### src/rtl/vga_timing_pkg.sv
// Shared timing definitions for the 800x600@56 scan generator and the renderers
// that consume its coordinates.
package vga_timing_pkg;

  localparam int unsigned COORD_W      = 10;
  localparam int unsigned COORD_LIMIT  = 1 << COORD_W;

  localparam int unsigned DEF_H_ACTIVE = 800;
  localparam int unsigned DEF_H_FP     = 24;
  localparam int unsigned DEF_H_SYNC   = 72;
  localparam int unsigned DEF_H_BP     = 128;
  localparam int unsigned DEF_V_ACTIVE = 600;
  localparam int unsigned DEF_V_FP     = 1;
  localparam int unsigned DEF_V_SYNC   = 2;
  localparam int unsigned DEF_V_BP     = 22;

  typedef struct packed {
    logic [3:0] r;
    logic [3:0] g;
    logic [3:0] b;
  } rgb444_t;

  function automatic int unsigned total_len(input int unsigned active, input int unsigned fp,
                                            input int unsigned sync, input int unsigned bp);
    return active + fp + sync + bp;
  endfunction

  function automatic int unsigned coord_int(input logic [COORD_W-1:0] c);
    return {{(32-COORD_W){1'b0}}, c};
  endfunction

  // Returns the pin level for a sync pulse covering [start, start+width-1].
  function automatic logic sync_window(input logic [COORD_W-1:0] pos, input int unsigned start,
                                       input int unsigned width, input logic pol);
    int unsigned p;
    logic        in_win;
    p      = coord_int(pos);
    in_win = (p >= start) && (p < start + width);
    return in_win ? pol : ~pol;
  endfunction

endpackage

### src/rtl/vga_timing_gen.sv
// Free-running scan counters plus a one-stage output register that blanks colour
// and keeps sync aligned with it at the VGA pins.
module vga_timing_gen
  import vga_timing_pkg::*;
#(
  parameter int unsigned H_ACTIVE = DEF_H_ACTIVE,
  parameter int unsigned H_FP     = DEF_H_FP,
  parameter int unsigned H_SYNC   = DEF_H_SYNC,
  parameter int unsigned H_BP     = DEF_H_BP,
  parameter int unsigned V_ACTIVE = DEF_V_ACTIVE,
  parameter int unsigned V_FP     = DEF_V_FP,
  parameter int unsigned V_SYNC   = DEF_V_SYNC,
  parameter int unsigned V_BP     = DEF_V_BP,
  parameter logic        HS_POL   = 1'b1,
  parameter logic        VS_POL   = 1'b1
) (
  input  logic        pixel_clk,
  input  logic        rst_n,
  input  logic [3:0]  red_in,
  input  logic [3:0]  green_in,
  input  logic [3:0]  blue_in,
  output logic [9:0]  h_coord,
  output logic [9:0]  v_coord,
  output logic        display_on,
  output logic        active_end,
  output logic [15:0] frame_cnt,
  output logic        vga_hs,
  output logic        vga_vs,
  output logic [3:0]  vga_r,
  output logic [3:0]  vga_g,
  output logic [3:0]  vga_b
);

  localparam int unsigned H_TOTAL = total_len(H_ACTIVE, H_FP, H_SYNC, H_BP);
  localparam int unsigned V_TOTAL = total_len(V_ACTIVE, V_FP, V_SYNC, V_BP);
  localparam logic [9:0]  H_MAX   = 10'(H_TOTAL - 1);
  localparam logic [9:0]  V_MAX   = 10'(V_TOTAL - 1);

  if (H_TOTAL > COORD_LIMIT || V_TOTAL > COORD_LIMIT) begin : g_total_chk
    $error("vga_timing_gen: H_TOTAL/V_TOTAL exceed the 10-bit coordinate range");
  end

  logic [9:0]  h_q, h_d;
  logic [9:0]  v_q, v_d;
  logic        h_wrap;
  logic        last_px;
  logic        ae_q;
  logic [15:0] fc_q, fc_d;
  logic        hs_q, hs_d;
  logic        vs_q, vs_d;
  rgb444_t     pix_in;
  rgb444_t     rgb_q, rgb_d;

  assign pix_in = {red_in, green_in, blue_in};

  always_comb begin
    h_wrap = (h_q == H_MAX);
    h_d    = h_wrap ? '0 : h_q + 10'd1;
    v_d    = v_q;
    if (h_wrap) begin
      v_d = (v_q == V_MAX) ? '0 : v_q + 10'd1;
    end
  end

  assign display_on = (coord_int(h_q) < H_ACTIVE) && (coord_int(v_q) < V_ACTIVE);

  // Decodes of the current counters; registered below so pins lag the counters by one.
  always_comb begin
    last_px = (coord_int(h_q) == H_ACTIVE - 1) && (coord_int(v_q) == V_ACTIVE - 1);
    fc_d    = fc_q + {15'd0, last_px};
    hs_d    = sync_window(h_q, H_ACTIVE + H_FP, H_SYNC, HS_POL);
    vs_d    = sync_window(v_q, V_ACTIVE + V_FP, V_SYNC, VS_POL);
    rgb_d   = display_on ? pix_in : '0;
  end

  always_ff @(posedge pixel_clk or negedge rst_n) begin
    if (!rst_n) begin
      h_q   <= '0;
      v_q   <= '0;
      ae_q  <= 1'b0;
      fc_q  <= '0;
      hs_q  <= ~HS_POL;
      vs_q  <= ~VS_POL;
      rgb_q <= '0;
    end else begin
      h_q   <= h_d;
      v_q   <= v_d;
      ae_q  <= last_px;
      fc_q  <= fc_d;
      hs_q  <= hs_d;
      vs_q  <= vs_d;
      rgb_q <= rgb_d;
    end
  end

  assign h_coord    = h_q;
  assign v_coord    = v_q;
  assign active_end = ae_q;
  assign frame_cnt  = fc_q;
  assign vga_hs     = hs_q;
  assign vga_vs     = vs_q;
  assign vga_r      = rgb_q.r;
  assign vga_g      = rgb_q.g;
  assign vga_b      = rgb_q.b;

endmodule

### config.mk
export PLATFORM = sky130hd
export DESIGN_NAME = vga_timing_gen
export DESIGN_NICKNAME = d
export VERILOG_FILES = /design/src/rtl/vga_timing_pkg.sv /design/src/rtl/vga_timing_gen.sv
export SDC_FILE = /design/constraint.sdc
export NUM_CORES = 1
export LEC_CHECK = 0
export ABC_AREA = 1
export CAP_MARGIN = 20
export CORE_MARGIN = 2
export CORE_UTILIZATION = 43
export DETAILED_ROUTE_END_ITERATION = 16
export PLACE_DENSITY = 0.75
export SYNTH_ARGS = -nofsm -noshare
export SYNTH_HDL_FRONTEND = slang
export SYNTH_SLANG_ARGS = --single-unit
### constraint.sdc
create_clock -name pixel_clk -period 2.39 [get_ports pixel_clk]
set_input_delay 0.239 -clock pixel_clk [delete_from_list [all_inputs] [get_ports pixel_clk]]
set_output_delay 0.239 -clock pixel_clk [all_outputs]
set_load 0.02 [all_outputs]
==> results.json <==
{
  "finalCriticalPeriod_ns": 2.21,
  "ios": 66,
  "grt_overflow": 0,
  "coreArea_um2": 5470,
  "start_util_pct": 44.1,
  "synth.distinct_cells": 29,
  "via_count": 2003,
  "dieWidth_um": 78.9,
  "max_freq_ghz": 0.452,
  "area_growth_pct": 40.3,
  "final_common_cell": "clkdlybuf4s50_1",
  "htreeDepth": 2,
  "r2r_slack_ns": 0.18,
  "reg2reg_from": "v_coord[9]",
  "grt.total_usage_pct": 18.9,
  "final_max_slew_viol_count": 0,
  "wl_per_cell_um": 12.6,
  "start_kind": "flop",
  "dp_hpwl_mm": 4.20,
  "grt_pass1_vias": 2043,
  "required_ns": 2.63,
  "rsz0062_at_grt": "true",
  "tns_ns": 0,
  "outcome": "finished clean",
  "cp-end-kind": "flop",
  "relSlewSlack_pct": 78.3,
  "diodes": 0,
  "ys_seq_elements": 51,
  "port_buffers": 65,
  "path_max_fanout": 4,
  "cts_setup_buffers": 0,
  "cts_buffers": 5,
  "grt_max_degree": 27,
  "cts_root_buffer": "clkbuf_8",
  "yosysSeqAreaShare_pct": 52.9,
  "synthFlopType": "dfrtp_1",
  "drive_above_1_share_pct": 14.4,
  "final_cell_mix": "clkdlybuf4s50_1 (64), dfrtp_1 (49), nand2_1 (44)",
  "tightest_slew_ns": 0.324,
  "finalSetupViolCount": 0,
  "fin_crit_sh_pct": 92.5,
  "totalWireLength_mm": 5.40,
  "grt_pass1_wl_mm": 9.16,
  "cts_sinks": 51,
  "die_y_um": 78.9,
  "via_per_inst": 4.69,
  "startpoint": "v_coord[9]",
  "drc": 0,
  "synth_edf_count": 0,
  "synth_nets": 289,
  "first_pass_iters": 4,
  "placementRows": 27,
  "p_leak_nw": 1.61,
  "finClkSkew_ns": 0.00971,
  "ir_drop_mv": 0.258,
  "gp_congestion": 0.934,
  "cts.clk_slew.worst_paths_ns": 0.10,
  "hold_path.class": "in2reg",
  "dpl-instance-area_um2": 3260,
  "avgSynthCellArea_um2": 8.97,
  "hold_viol": 0,
  "ant_nets": 0,
  "cts_max_path_buffers": 2,
  "ys_async_sr_fraction_pct": 100,
  "clk_latency_ns": 0.31,
  "final_cell_area_um2": 3380,
  "fillers": 482,
  "dr.first_iter.drc_count": 66,
  "drv_cap": 0,
  "power.density_nw_per_um2": 428,
  "synthCells": 269,
  "antenna_found_initial": 0,
  "dieArea_um2": 6230,
  "yosysWarnings": 0,
  "min_from": "green_in[2]",
  "final_nets": 374,
  "path_class": "reg2reg",
  "cp.arrival_ns": 2.45,
  "netlist_area_um2": 2410,
  "cts_tree": "built"
}
==> metal layers <==
metal	up-vias	GRT usage [%]	wire, um
met5	-	0	0
met4	0	6.38	48
met3	4	4.77	295
met2	49	33.0	2680
met1	942	22.7	2370
li1	1008	-	-
==> synth_stat cells, types with 2 or more instances <==
| cell | count | area [um^2] |
|---|---|---|
| a21oi_1 | 3 | 15.0 |
| dfrtp_1 | 51 | 1280 |
| ha_1 | 6 | 75.1 |
| inv_1 | 40 | 150 |
| nand2_1 | 44 | 165 |
| nand2_2 | 2 | 12.5 |
| nand3_1 | 17 | 85.1 |
| nand3_2 | 4 | 40.0 |
| nand4_1 | 8 | 50.1 |
| nor2_1 | 44 | 165 |
| nor2_2 | 5 | 31.3 |
| nor2_4 | 2 | 22.5 |
| nor3_1 | 2 | 10.0 |
| o21ai_0 | 7 | 35.0 |
| or2_2 | 2 | 12.5 |
| xnor2_1 | 6 | 52.6 |
| xor2_1 | 14 | 123 |
==> worst max-delay path: stages (launching register included) <==
cell and delay, ns:
dfrtp_1 0.40, inv_1 0.08, nor2_1 0.14, nand3_1 0.13, nor4_4 0.31, ha_2 0.22
ha_2 0.19, nand3_2 0.11, nor2_4 0.14, nand3_1 0.12, nor2_1 0.14, xor2_1 0.15
==> flip-flops by register name, summed over array words and instances, names as in the netlist <==
signal and flops:
v_coord 10, vga_b 4, vga_hs 1, vga_r 4, vga_vs 1, vga_g 4, h_coord 10, frame_cnt 16
active_end 1
==> what timing repair did <==
item                       in CTS  in global routing
hold endpoints to repair       51                  0
gates resized for setup         0                  7
hold buffers                    1                  0
setup endpoints to repair       0                  8
==> final timing paths <==
check | cells after the start | to
setup / recovery | 11 | frame_cnt[12]
setup reg to reg | 11 | frame_cnt[12]
hold reg to reg | 1 | frame_cnt[15]
max in group asynchronous | 3 | h_coord[0]
min in group asynchronous | 3 | frame_cnt[8]
hold / removal | 3 | vga_g[2]
==> metrics by stage <==
step           setup slack [ns]  total power [mW]  util (%)  hold slack (ns)  std cells
2_1_floorplan            0.0605             0.914         -          -0.0566        269
5_1_grt                -0.00205              1.52      61.8            0.428        427
4_1_cts                  0.0800              1.47      61.3            0.433        427
3_3_place_gp              0.194             0.974      59.6            0.253        418
6_report                  0.178              1.45      61.8            0.444        427
3_5_place_dp              0.110             0.976      59.6            0.263        418
==> layout make-up <==
class | instances | area, um^2 | share of cell area, %
flip-flops and latches | 51 | 1280 | 37.8
multi-input cells | 174 | 1010 | 29.8
repair buffers | 81 | 768 | 22.7
inverters | 41 | 155 | 4.58
well taps | 72 | 90.1 | 2.66
clock buffers | 6 | 72.6 | 2.14
clock inverters | 2 | 12.5 | 0.370
==> cells by family after synthesis <==
group / Yosys count / synth area share, %
buffers and inverters: 44 / 7.42
AND/OR/NAND/NOR: 134 / 25.9
flip-flops: 51 / 52.9
AO/OA/AOI/OAI: 14 / 3.37
XOR/XNOR: 20 / 7.26
adder cells (fa/ha/maj): 6 / 3.11
==> power by group <==
group	total, mW	internal [mW]	switching (mW)
logic	0.0831	0.0420	0.0411
clock network	0.493	0.205	0.287
registers	0.874	0.872	0.00226
total	1.45	1.12	0.331
Note: power is estimated with default switching activity, not from simulation.
